### src/rtl/ldm_mem_seq_if.sv
// rtl/ldm_mem_seq_if.sv - word-wide req/ack data-memory port driven by ldm_mem_seq
interface ldm_mem_seq_if #(
  parameter int ADDR_W = 32
);
  logic              o_mem_req;
  logic              o_mem_we;
  logic [ADDR_W-1:0] o_mem_addr;
  logic [31:0]       o_mem_wdata;
  logic              i_mem_ack;
  logic [31:0]       i_mem_rdata;

  modport master (
    output o_mem_req, o_mem_we, o_mem_addr, o_mem_wdata,
    input  i_mem_ack, i_mem_rdata
  );

  modport slave (
    input  o_mem_req, o_mem_we, o_mem_addr, o_mem_wdata,
    output i_mem_ack, i_mem_rdata
  );
endinterface

### src/rtl/ldm_mem_seq.sv
// rtl/ldm_mem_seq.sv - LDM/STM memory sequencer: beat FIFO, one req/ack access per beat, load writeback
// Optional base-register writeback state is built when LDM_BASE_WB_EN is defined.
module ldm_mem_seq #(
  parameter int FIFO_DEPTH = 4,
  parameter int ADDR_W     = 32
) (
  input  logic          clk,
  input  logic          rst,
  input  logic          en,
  input  logic          i_ldm_mem_vld,
  input  logic [31:0]   i_ldm_offset,
  input  logic [3:0]    i_ldm_reg_code,
  input  logic          i_ldm_l,
  input  logic          i_ldm_last,
  input  logic [31:0]   i_base,
  input  logic [31:0]   i_store_data,
  output logic          o_seq_full,
  ldm_mem_seq_if.master mem,
  output logic          o_rf_we,
  output logic [3:0]    o_rf_waddr,
  output logic [31:0]   o_rf_wdata,
  output logic          o_pc_load,
  output logic          o_done,
  input  logic          i_ldm_w,
  input  logic [3:0]    i_base_code,
  input  logic [31:0]   i_wb_base
);
  localparam int PTR_W = $clog2(FIFO_DEPTH);
  localparam int CNT_W = PTR_W + 1;

  typedef struct packed {
    logic [ADDR_W-1:0] addr;
    logic [3:0]        code;
    logic              l;
    logic              last;
    logic [31:0]       data;
  } beat_t;

`ifdef LDM_BASE_WB_EN
  typedef enum logic [1:0] {IDLE, REQ, WB} state_t;
`else
  typedef enum logic {IDLE, REQ} state_t;
`endif

  state_t           state_q;
  beat_t            fifo_q [FIFO_DEPTH];
  logic [PTR_W-1:0] wr_ptr_q, rd_ptr_q;
  logic [CNT_W-1:0] count_q, count_d;
  logic             full_q;
  beat_t            in_beat, head, next_head;
  logic             push, pop, push_ok;

  logic              req_q, we_q;
  logic [ADDR_W-1:0] addr_q;
  logic [31:0]       wdata_q;
  logic              rf_we_q, pc_load_q, done_q;
  logic [3:0]        rf_waddr_q;
  logic [31:0]       rf_wdata_q;

`ifdef LDM_BASE_WB_EN
  logic        first_q, wb_w_q, base_hit_q;
  logic [3:0]  base_code_q;
  logic [31:0] wb_base_q;

  assign push_ok = (state_q != WB);

  // Writeback parameters belong to the instruction whose first beat is pushed.
  always_ff @(posedge clk) begin
    if (rst) begin
      first_q     <= 1'b1;
      wb_w_q      <= 1'b0;
      base_code_q <= '0;
      wb_base_q   <= '0;
    end else if (push) begin
      first_q <= i_ldm_last;
      if (first_q) begin
        wb_w_q      <= i_ldm_w;
        base_code_q <= i_base_code;
        wb_base_q   <= i_wb_base;
      end
    end
  end
`else
  logic unused_wb;
  assign unused_wb = ^{i_ldm_w, i_base_code, i_wb_base};
  assign push_ok   = 1'b1;
`endif

  always_comb begin
    in_beat.addr = ADDR_W'((i_base + i_ldm_offset) & 32'hFFFF_FFFC);
    in_beat.code = i_ldm_reg_code;
    in_beat.l    = i_ldm_l;
    in_beat.last = i_ldm_last;
    in_beat.data = i_store_data;
    head         = fifo_q[rd_ptr_q];
    // A lone head popped while a beat arrives: the arriving beat becomes the next request.
    next_head    = (count_q > CNT_W'(1)) ? fifo_q[rd_ptr_q + PTR_W'(1)] : in_beat;
    pop          = (state_q == REQ) & mem.i_mem_ack;
    push         = en & i_ldm_mem_vld & ~full_q & push_ok;
    count_d      = count_q + CNT_W'(push) - CNT_W'(pop);
  end

  always_ff @(posedge clk) begin
    if (rst) begin
      wr_ptr_q <= '0;
      rd_ptr_q <= '0;
      count_q  <= '0;
      full_q   <= 1'b0;
    end else begin
      if (push) begin
        fifo_q[wr_ptr_q] <= in_beat;
        wr_ptr_q         <= wr_ptr_q + PTR_W'(1);
      end
      if (pop) rd_ptr_q <= rd_ptr_q + PTR_W'(1);
      count_q <= count_d;
      full_q  <= (count_d == CNT_W'(FIFO_DEPTH));
    end
  end

  always_ff @(posedge clk) begin
    if (rst) begin
      state_q    <= IDLE;
      req_q      <= 1'b0;
      we_q       <= 1'b0;
      addr_q     <= '0;
      wdata_q    <= '0;
      rf_we_q    <= 1'b0;
      rf_waddr_q <= '0;
      rf_wdata_q <= '0;
      pc_load_q  <= 1'b0;
      done_q     <= 1'b0;
`ifdef LDM_BASE_WB_EN
      base_hit_q <= 1'b0;
`endif
    end else begin
      rf_we_q   <= 1'b0;
      pc_load_q <= 1'b0;
      done_q    <= 1'b0;
      case (state_q)
        IDLE: begin
          if (count_q != '0 && en) begin
            state_q <= REQ;
            req_q   <= 1'b1;
            we_q    <= ~head.l;
            addr_q  <= head.addr;
            wdata_q <= head.data;
          end
        end
        REQ: begin
          if (mem.i_mem_ack) begin
            if (head.l) begin
              rf_wdata_q <= mem.i_mem_rdata;
              if (head.code == 4'hF) begin
                pc_load_q <= 1'b1;
              end else begin
                rf_we_q    <= 1'b1;
                rf_waddr_q <= head.code;
              end
            end
`ifdef LDM_BASE_WB_EN
            if (head.l && head.code == base_code_q) base_hit_q <= 1'b1;
            if (head.last && wb_w_q) begin
              state_q <= WB;
              req_q   <= 1'b0;
              we_q    <= 1'b0;
            end else begin
              if (head.last) base_hit_q <= 1'b0;
`endif
              done_q <= head.last;
              if (en && (count_q > CNT_W'(1) || push)) begin
                we_q    <= ~next_head.l;
                addr_q  <= next_head.addr;
                wdata_q <= next_head.data;
              end else begin
                state_q <= IDLE;
                req_q   <= 1'b0;
                we_q    <= 1'b0;
              end
`ifdef LDM_BASE_WB_EN
            end
`endif
          end
        end
`ifdef LDM_BASE_WB_EN
        WB: begin
          // A base register that was itself loaded keeps the loaded value.
          if (!base_hit_q) begin
            rf_we_q    <= 1'b1;
            rf_waddr_q <= base_code_q;
            rf_wdata_q <= wb_base_q;
          end
          done_q     <= 1'b1;
          base_hit_q <= 1'b0;
          state_q    <= IDLE;
        end
`endif
        default: state_q <= IDLE;
      endcase
    end
  end

  assign o_seq_full      = full_q;
  assign mem.o_mem_req   = req_q;
  assign mem.o_mem_we    = we_q;
  assign mem.o_mem_addr  = addr_q;
  assign mem.o_mem_wdata = wdata_q;
  assign o_rf_we         = rf_we_q;
  assign o_rf_waddr      = rf_waddr_q;
  assign o_rf_wdata      = rf_wdata_q;
  assign o_pc_load       = pc_load_q;
  assign o_done          = done_q;
endmodule
### src/flat_wrapper.sv
// flat-port wrapper written by rule: the top's interface ports become plain ports
module ldm_mem_seq_flat 
#(
  parameter int FIFO_DEPTH = 4,
  parameter int ADDR_W     = 32
)
  (clk, rst, en, i_ldm_mem_vld, i_ldm_offset, i_ldm_reg_code, i_ldm_l, i_ldm_last, i_base, i_store_data, o_seq_full, o_rf_we, o_rf_waddr, o_rf_wdata, o_pc_load, o_done, i_ldm_w, i_base_code, i_wb_base, mem_o_mem_req, mem_o_mem_we, mem_o_mem_addr, mem_o_mem_wdata, mem_i_mem_ack, mem_i_mem_rdata);
  ldm_mem_seq_if #(.ADDR_W(ADDR_W)) mem_i ();
  input  logic clk;
  input  logic rst;
  input  logic en;
  input  logic i_ldm_mem_vld;
  input  logic [31:0] i_ldm_offset;
  input  logic [3:0] i_ldm_reg_code;
  input  logic i_ldm_l;
  input  logic i_ldm_last;
  input  logic [31:0] i_base;
  input  logic [31:0] i_store_data;
  output logic o_seq_full;
  output logic o_rf_we;
  output logic [3:0] o_rf_waddr;
  output logic [31:0] o_rf_wdata;
  output logic o_pc_load;
  output logic o_done;
  input  logic i_ldm_w;
  input  logic [3:0] i_base_code;
  input  logic [31:0] i_wb_base;
  output wire logic [$bits(mem_i.o_mem_req)-1:0] mem_o_mem_req;
  output wire logic [$bits(mem_i.o_mem_we)-1:0] mem_o_mem_we;
  output wire logic [$bits(mem_i.o_mem_addr)-1:0] mem_o_mem_addr;
  output wire logic [$bits(mem_i.o_mem_wdata)-1:0] mem_o_mem_wdata;
  input wire logic [$bits(mem_i.i_mem_ack)-1:0] mem_i_mem_ack;
  input wire logic [$bits(mem_i.i_mem_rdata)-1:0] mem_i_mem_rdata;
  assign mem_o_mem_req = mem_i.o_mem_req;
  assign mem_o_mem_we = mem_i.o_mem_we;
  assign mem_o_mem_addr = mem_i.o_mem_addr;
  assign mem_o_mem_wdata = mem_i.o_mem_wdata;
  assign mem_i.i_mem_ack = mem_i_mem_ack;
  assign mem_i.i_mem_rdata = mem_i_mem_rdata;
  ldm_mem_seq #(.FIFO_DEPTH(FIFO_DEPTH), .ADDR_W(ADDR_W)) u_core (.clk(clk), .rst(rst), .en(en), .i_ldm_mem_vld(i_ldm_mem_vld), .i_ldm_offset(i_ldm_offset), .i_ldm_reg_code(i_ldm_reg_code), .i_ldm_l(i_ldm_l), .i_ldm_last(i_ldm_last), .i_base(i_base), .i_store_data(i_store_data), .o_seq_full(o_seq_full), .mem(mem_i), .o_rf_we(o_rf_we), .o_rf_waddr(o_rf_waddr), .o_rf_wdata(o_rf_wdata), .o_pc_load(o_pc_load), .o_done(o_done), .i_ldm_w(i_ldm_w), .i_base_code(i_base_code), .i_wb_base(i_wb_base));
endmodule
### config.mk
export PLATFORM = sky130hd
export DESIGN_NAME = ldm_mem_seq_flat
export DESIGN_NICKNAME = d
export VERILOG_FILES = /design/src/rtl/ldm_mem_seq_if.sv /design/src/rtl/ldm_mem_seq.sv /design/src/flat_wrapper.sv
export SDC_FILE = /design/constraint.sdc
export NUM_CORES = 1
export LEC_CHECK = 0
export ABC_AREA = 1
export BUFFER_PORTS_ARGS = -buffer_cell sky130_fd_sc_hd__buf_4
export CORE_AREA = 3 3 184 186
export DETAILED_ROUTE_END_ITERATION = 10
export DIE_AREA = 0 0 187 189
export GPL_TIMING_DRIVEN = 0
export PLACE_DENSITY = 0.93
export REMOVE_ABC_BUFFERS = 1
export SLEW_MARGIN = 5
export SYNTH_ARGS = -nofsm -noshare
export SYNTH_HDL_FRONTEND = slang
export SYNTH_SLANG_ARGS = --single-unit
### constraint.sdc
create_clock -name clk -period 7.5 [get_ports clk]
set_input_delay 1.125 -clock clk [delete_from_list [all_inputs] [get_ports clk]]
set_output_delay 1.125 -clock clk [all_outputs]
set_load 0.1 [all_outputs]
==> results of run 1 <==
[flip-flops by register name, summed over array words and instances, names as in the netlist, 2 cells and up, named ones only]
name,count
u_core.mem.o_mem_addr,30
u_core.o_rf_wdata,32
u_core.fifo_q,272
u_core.rd_ptr_q,2
u_core.wr_ptr_q,2
u_core.count_q,3
u_core.mem.o_mem_wdata,32
u_core.o_rf_waddr,4
[layer usage]
layer  up-vias  global-route usage
met5         -                   0
met4         0               0.172
met3       285              0.0498
met2      1412               0.546
met1      8254               0.380
li1       8045                   -
[cell type report]
type	instances	area, µm²
sequential	386	10500
fill	2240	9610
multi-input combinational	1514	7470
timing repair buffer	265	2340
clock buffer	57	1110
inverter	209	796
tap	442	553
clock inverter	10	113
antenna	1	2.50
[worst min-delay path: stages (launching register included)]
cell	delay (ps)
dfxtp_1	310
nand2_1	60
a21oi_1	50
[kinds of logic after synthesis]
family / after synthesis
DFF: 386
buffers and inverters: 345
xor gates and xnor gates: 11
adders and majority gates: 39
other: 1
AOI/OAI and AO/OA: 621
and+or+nand+nor: 841
[path summary, 6_finish.rpt]
kind,from,endpoint,slack (ps),depth (start not counted)
max,u_core.rd_ptr_q[0],u_core.mem.o_mem_addr[19],2370,8
min reg2reg,u_core.mem.o_mem_req,u_core.mem.o_mem_req,470,2
max reg2reg,u_core.rd_ptr_q[0],u_core.mem.o_mem_addr[19],2370,8
min,u_core.mem.o_mem_req,u_core.mem.o_mem_req,470,2
[power by group]
part,leakage (nW),total (mW),switching [mW],internal (mW)
logic,5.58,3.29,2.53,0.760
registers,3.39,2.73,0.195,2.54
clock network,0.598,1.88,0.786,1.10
total,9.57,7.90,3.51,4.39
[cells in the final DEF (no fill, tap or decap), types with 4 or more instances in the layout]
cell / instances
nand2_1: 554
buf_4: 242
nand2_2: 4
o211ai_1: 32
inv_4: 4
a221oi_1: 7
nor3_1: 4
nor2_1: 199
nor2_4: 5
clkbuf_8: 9
inv_1: 197
clkinv_2: 5
clkbuf_1: 10
o221ai_1: 32
dfxtp_1: 110
a31oi_1: 56
edfxtp_1: 272
xnor2_1: 9
clkbuf_16: 38
o22ai_1: 31
nand3_1: 65
buf_16: 9
inv_2: 6
a22oi_1: 29
buf_12: 13
o21ai_1: 12
o21ai_0: 241
ha_1: 38
a21oi_1: 173
==> reports/qor.yml, run 1 <==
hp-class: "flip-flop to flip-flop"
status: "finished clean"
cts-root-to-sink-buffers: 3
ctsResizeCount: 0
placeableCoreArea_mm2: 0.0325
floorplan.initialDensity: 0.595
vdd_ir_drop_max_mv: 0.275
synth_adder_area_share: 0.0257
critPathArrivalTime_ps: 5570
hold_buffers: 0
xor_and_xnor_area_share_after_synthesis: 0.00499
placed_cell_area_mm2: 0.0216
dp_slack_ps: 2930
cts.root.buffer_cell: "clkbuf_16"
post_synthesis_compound_gate_area_fraction: 0.184
timing.final.crit_share: 0.684
post-route-util: 0.704
critPathRequiredTime_ps: 7940
cts.repair_timing.setup_buffer_count: 0
ys_top_cells_by_area: "edfxtp_1 42%, dfxtp_1 12%, nand2_1 11%, o21ai_0 6.3%, a21oi_1 4.5%"
rsz0062_at_grt: "no"
synth_top_flop_cell: "edfxtp_1"
route.antenna.remaining_nets: 0
overall_overflow_remaining_after_global_route: 0
critical_path.cell_chain: "clkinv_2 > nand2_2 > nand2_2 > inv_2 > nand2_1 > a31oi_1 > nand2_1 > a21oi_1"
finalCriticalPeriod_ps: 5130
most_frequent_cell_after_synthesis: "nand2_1"
top_layer_used: "met4"
clock-sinks: 386
synth-async-reset-ratio: 0
maximum_number_of_pins_on_one_net_before_global_route_repair: 86
placementRows: 66
die_height_um: 189
floorplan.die.width_um: 187
post-route-worst-setup-slack_ps: 2370
maxSlewHeadroom: 0.201
tritoncts: "done"
synthToLayoutAreaGrowth_pct: 18.4
mappedNetlistArea_mm2: 0.0193
final.hold.worst_slack_ps: 469
seq_area_frac_synth: 0.542
timing.critical_path.from_type: "flip-flop"
synth-edff-count: 272
worst-path-max-fanout: 62
port_buffers: 242
critPathKind: "flip-flop to flip-flop"
critical_path.top_delay_family: "simple AND/OR/NAND/NOR gates"
setup_violations: 0
detailroute.via_count: 18000
post-route-cell-area_mm2: 0.0228
leakage_nw: 9.57
netlist_instances: 2244
cts_inserted_buffers: 37
stdcell_count: 2884
power.density_cell_area_mw_per_mm2: 346
grt_antenna_before_repair: 1
grtUsageTotal: 0.315
synth.largest_area_cell: "edfxtp_1"
firstDrtPassIters: 7
gpl.final_weighted_congestion: 0.886
clock_transition_at_the_registers_of_the_reported_paths_ps: 60
later_pin_clock_latency_in_the_skew_report_ps: 520
synthDistinctLibCells: 39
placed_cells_incl_taps: 2816
post_synth.cell_area_avg_um2: 8.60
main_combinational_cell_family_by_area_after_synthesis: "compound AO/OA/AOI/OAI gates"
end_kind: "flip-flop"
measured_slew_at_the_worst_slew_check_pin_ps: 1190
timing_max_transition_violations_final: 0
routed_wl_mm: 58.1
post-synth-top-area-fraction: 0.423
detail_route.drc_violations: 0
clock_tree.htree_level_count: 2
route.layer.met1.wl_mm: 20.3
maxClockFrequency_ghz: 0.195
synth.cells.most_frequent: "555 x nand2_1, 272 x edfxtp_1, 241 x o21ai_0, 205 x nor2_1, 201 x inv_1"
power.total_mw: 7.90
number_of_hold_slack_violations_in_the_final_timing_report: 0
floorplan.io_pins: 282
post_drt_via_cell_ratio: 6.24
critical_path.slowest_cell: "nand2_2"
synth_simple_gate_area_frac: 0.170
setup_tns_ps: 0
vias_in_the_first_global_route: 17900
crit_path_max_incr_delay_ps: 1000
first_iteration_detailed_routing_drc_count: 2320
share_of_cell_area_taken_by_muxes_after_synthesis: 0
first_pass_grt_wire_length_mm: 90.3
post_synthesis_sequential_element_count: 386
met3_wirelength_mm: 6.33
wl_per_cell_um: 20.1
drv.max_cap_violation_count: 0
detailroute.wirelength.met2_mm: 28.6
finalClockSkew_ps: 13.3
yosys_warnings: 0
drive_above_1_share: 0.144
critical_path.n_buffers_inverters: 2
fp.dieArea_mm2: 0.0353
num-nets-final: 2628
dp_hpwl_mm: 35.6
No activity file was read; power rests on OpenSTA's default activity.
==> run 2: changes to the inputs <==
--- a/config.mk
+++ b/config.mk
@@ -5,13 +5,13 @@
 export SDC_FILE = /design/constraint.sdc
 export NUM_CORES = 1
 export LEC_CHECK = 0
-export ABC_AREA = 1
+export ABC_AREA = 0
 export BUFFER_PORTS_ARGS = -buffer_cell sky130_fd_sc_hd__buf_4
-export CORE_AREA = 3 3 184 186
+export CORE_AREA = 3 3 183 185
 export DETAILED_ROUTE_END_ITERATION = 10
-export DIE_AREA = 0 0 187 189
+export DIE_AREA = 0 0 186 188
 export GPL_TIMING_DRIVEN = 0
-export PLACE_DENSITY = 0.93
+export PLACE_DENSITY = 0.91
 export REMOVE_ABC_BUFFERS = 1
 export SLEW_MARGIN = 5
 export SYNTH_ARGS = -nofsm -noshare
==> constraint.sdc (replaced) <==
create_clock -name clk -period 4.85 [get_ports clk]
set_input_delay 0.7275 -clock clk [delete_from_list [all_inputs] [get_ports clk]]
set_output_delay 0.7275 -clock clk [all_outputs]
set_load 0.1 [all_outputs]
==> run 2 against run 1 <==
Effect of this change: via count shrank 28%; cell count shrank 30%; hold slack worse by 52 ps; area after synthesis decreased by 5.4%; die area decreased by 1.1%; routed wire length is 20% lower; utilization decreased by 2.3 points; total power up 42%; sequential share of layout area is 1.9 points higher; sequential power grew 52%; maximum frequency rose by 50%; flip-flop and latch count is the same.
==> reports/qor.yml, run 2 <==
status: "finished clean"
synth.largest_area_cell: "edfxtp_1"
maxClockFrequency_ghz: 0.292  # +50%
finalClockSkew_ps: 16.2  # +2.87 ps
critical_path.reg2reg.endpoint: "u_core.mem.o_mem_addr[24]"
worst_r2r_path_depth: 7  # -1
hold_buffers: 0  # unchanged
critPathKind: "flip-flop to flip-flop"
power.total_mw: 11.3  # +42%
timing.final.crit_share: 0.707  # +0.0233
placed_cells_incl_taps: 1947  # -31%
mappedNetlistArea_mm2: 0.0183  # -5.4%
synth-async-reset-ratio: 0  # unchanged
drive_above_1_share: 0.303  # +0.159
hold_path.startpoint: "i_ldm_reg_code[0]"
measured_slew_at_the_worst_slew_check_pin_ps: 1290  # +92.2 ps
num-nets-final: 1796  # -32%
seq_area_frac_synth: 0.572  # +0.0309
drv.max_cap_violation_count: 0  # unchanged
critPathRequiredTime_ps: 5280  # -2660 ps
layout.cells.most_common: "edfxtp_1"
netlist_instances: 1372  # -39%
post-route-cell-area_mm2: 0.0219  # -4.0%
detail_route.drc_violations: 0  # unchanged
route.antenna.remaining_nets: 0  # unchanged
die_height_um: 188  # -0.53%
largest_reg_flops: 272  # unchanged
layout.cells.most_common_list: "272 x edfxtp_1, 243 x buf_4, 224 x nand2_1"
synth.cells.most_frequent: "272 x edfxtp_1, 224 x nand2_1, 131 x mux4_2, 114 x dfxtp_1, 110 x a21oi_1"
clock_tree.htree_level_count: 2  # unchanged
number_of_hold_slack_violations_in_the_final_timing_report: 0  # unchanged
grtUsageTotal: 0.261  # -0.0549
floorplan.die.width_um: 186  # -0.53%
cts_inserted_buffers: 40  # +8.1%
routed_wl_mm: 46.2  # -20%
rr_startpoint: "u_core.state_q"
first_pass_grt_wire_length_mm: 71.5  # -21%
dp_hpwl_mm: 29.2  # -18%
grt_antenna_before_repair: 0  # -1
critPathArrivalTime_ps: 3860  # -1710 ps
max_flop_register: "u_core.fifo_q"
post-synth-top-area-fraction: 0.447  # +0.0241
post_synthesis_sequential_element_count: 386  # unchanged
tritoncts: "done"
stdcell_count: 2017  # -30%
yosys_warnings: 0  # unchanged
firstDrtPassIters: 5  # -2
timing_max_transition_violations_final: 0  # unchanged
clock_transition_at_the_registers_of_the_reported_paths_ps: 60  # about the same
timing.critical_path.from_type: "flip-flop"
post_drt_via_cell_ratio: 6.41  # +2.7%
cts.repair_timing.setup_buffer_count: 0  # unchanged
worstHoldEndpoint: "u_core.fifo_q[3][34]"
end_kind: "flip-flop"
synthToLayoutAreaGrowth_pct: 20.1
placementRows: 66  # unchanged
maxSlewHeadroom: 0.143  # -0.0586
area_of_the_multi_input_gates_mm2: 0.00737  # -1.3%
worst_hold_path.num_cells: 1  # -1
regArea_mm2: 0.0105  # about the same
setup_violations: 0  # unchanged
leakage_nw: 7.68  # -20%
most_frequent_cell_after_synthesis: "edfxtp_1"
ctsResizeCount: 0  # unchanged
clock-sinks: 386  # unchanged
cts.root.buffer_cell: "clkbuf_16"
floorplan.initialDensity: 0.567  # -0.0277
floorplan.io_pins: 282  # unchanged
synth_top_flop_cell: "edfxtp_1"
fillerInstances: 2120  # -5.4%
maximum_number_of_pins_on_one_net_before_global_route_repair: 107  # +24%
placeableCoreArea_mm2: 0.0322  # -0.76%
power.density_cell_area_mw_per_mm2: 513  # +48%
later_pin_clock_latency_in_the_skew_report_ps: 520  # about the same
worst-path-max-fanout: 65  # +4.8%
setup_tns_ps: 0  # unchanged
cts-root-to-sink-buffers: 3  # unchanged
synthDistinctLibCells: 75  # +92%
hp-class: "input port to flip-flop"
first_iteration_detailed_routing_drc_count: 1202  # -48%
timing.reg2reg.setup_slack_ps: 1420  # -950 ps
antenna_fix_cells: 0  # -1
synth-edff-count: 272  # unchanged
fp.dieArea_mm2: 0.0350  # -1.1%
finalCriticalPeriod_ps: 3430  # -1700 ps
vdd_ir_drop_max_mv: 0.354  # +29%
port_buffers: 242  # unchanged
detailroute.via_count: 12900  # -28%
vias_in_the_first_global_route: 13200  # -26%
ys_top_cells_by_area: "edfxtp_1 45%, mux4_2 16%, dfxtp_1 13%, nand2_1 4.6%, a21oi_1 3.0%"
placed_cell_area_mm2: 0.0207  # -4.4%
overall_overflow_remaining_after_global_route: 0  # unchanged
rsz0062_at_grt: "no"
startpoint: "u_core.state_q"
post_synth.cell_area_avg_um2: 13.3  # +55%
wl_per_cell_um: 22.9  # +14%
gpl.final_weighted_congestion: 0.873  # -1.5%
## run 2: cell types whose count changed after synthesis, sizes merged, moves of 32 or more
cell / before / now
inv: 208 / 17
a31oi: 56 / 8
o221ai: 32 / 0
nor2: 205 / 59
a21oi: 174 / 112
mux4: 0 / 131
o21ai: 253 / 27
nand2: 558 / 224
## run 2: worst max-delay path by stage
stage | slack, ps | end | cells after the start
2_1_floorplan | 60 | u_core.o_rf_wdata[0] | 5
3_3_place_gp | -3540 | u_core.mem.o_mem_addr[24] | 6
3_5_place_dp | 1380 | u_core.o_rf_waddr[3] | 7
4_1_cts | 1320 | u_core.o_rf_waddr[3] | 7
5_1_grt | 1150 | u_core.o_rf_waddr[3] | 7
6_report | 1420 | u_core.mem.o_mem_addr[24] | 7
## run 2: through the flow
step,hold WS [ps],util,setup slack [ps]
floorplan,571,-,55.4
global placement,443,0.627,-3540
detailed placement,447,0.642,1380
CTS,398,0.681,1320
global route,397,0.681,1150
finish,417,0.681,1420
## run 2: routing by layer
metal / global-route usage / vias to the layer above / wire (µm)
li1: - / 5699 / -
met5: 0 / - / 0
met1: 0.325 / 6437 / 17000
met3: 0.0378 / 120 / 3470
met2: 0.464 / 674 / 24300
met4: 0.0914 / 0 / 1400
## run 2: cells by family (layout without fill, tap and decap cells)
| family | count (synthesis) | count (layout) | share of synthesized area |
|---|---|---|---|
| AO/OA/AOI/OAI | 263 | 263 | 0.0960 |
| XOR/XNOR | 35 | 35 | 0.0168 |
| adder cells (fa/ha/maj) | 39 | 39 | 0.0271 |
| buffers and inverters | 113 | 349 | 0.0260 |
| flip-flops | 386 | 386 | 0.572 |
| multiplexers | 144 | 144 | 0.169 |
| other | 1 | 2 | 0.000205 |
| AND/OR/NAND/NOR | 391 | 391 | 0.0926 |
## run 2: worst max-delay path: stages (launching register included)
cell and delay, ps:
dfxtp_4 740, buf_16 310, inv_2 260, o311ai_2 260, a21oi_4 310, nor2_1 910
a221oi_1 250, a22oi_1 230
## run 2: where the power goes
part	total, mW	switching [mW]	leakage (nW)	internal, mW
clock network	2.96	1.22	0.615	1.74
logic	4.15	2.92	3.68	1.23
registers	4.14	0.265	3.39	3.87
## run 2: area by class of cell
class / instances / share of cell area
sequential: 386 / 0.477
clock inverter: 21 / 0.00787
inverter: 18 / 0.00308
tap: 408 / 0.0233
timing repair buffer: 261 / 0.103
multi-input combinational: 874 / 0.336
clock buffer: 49 / 0.0495
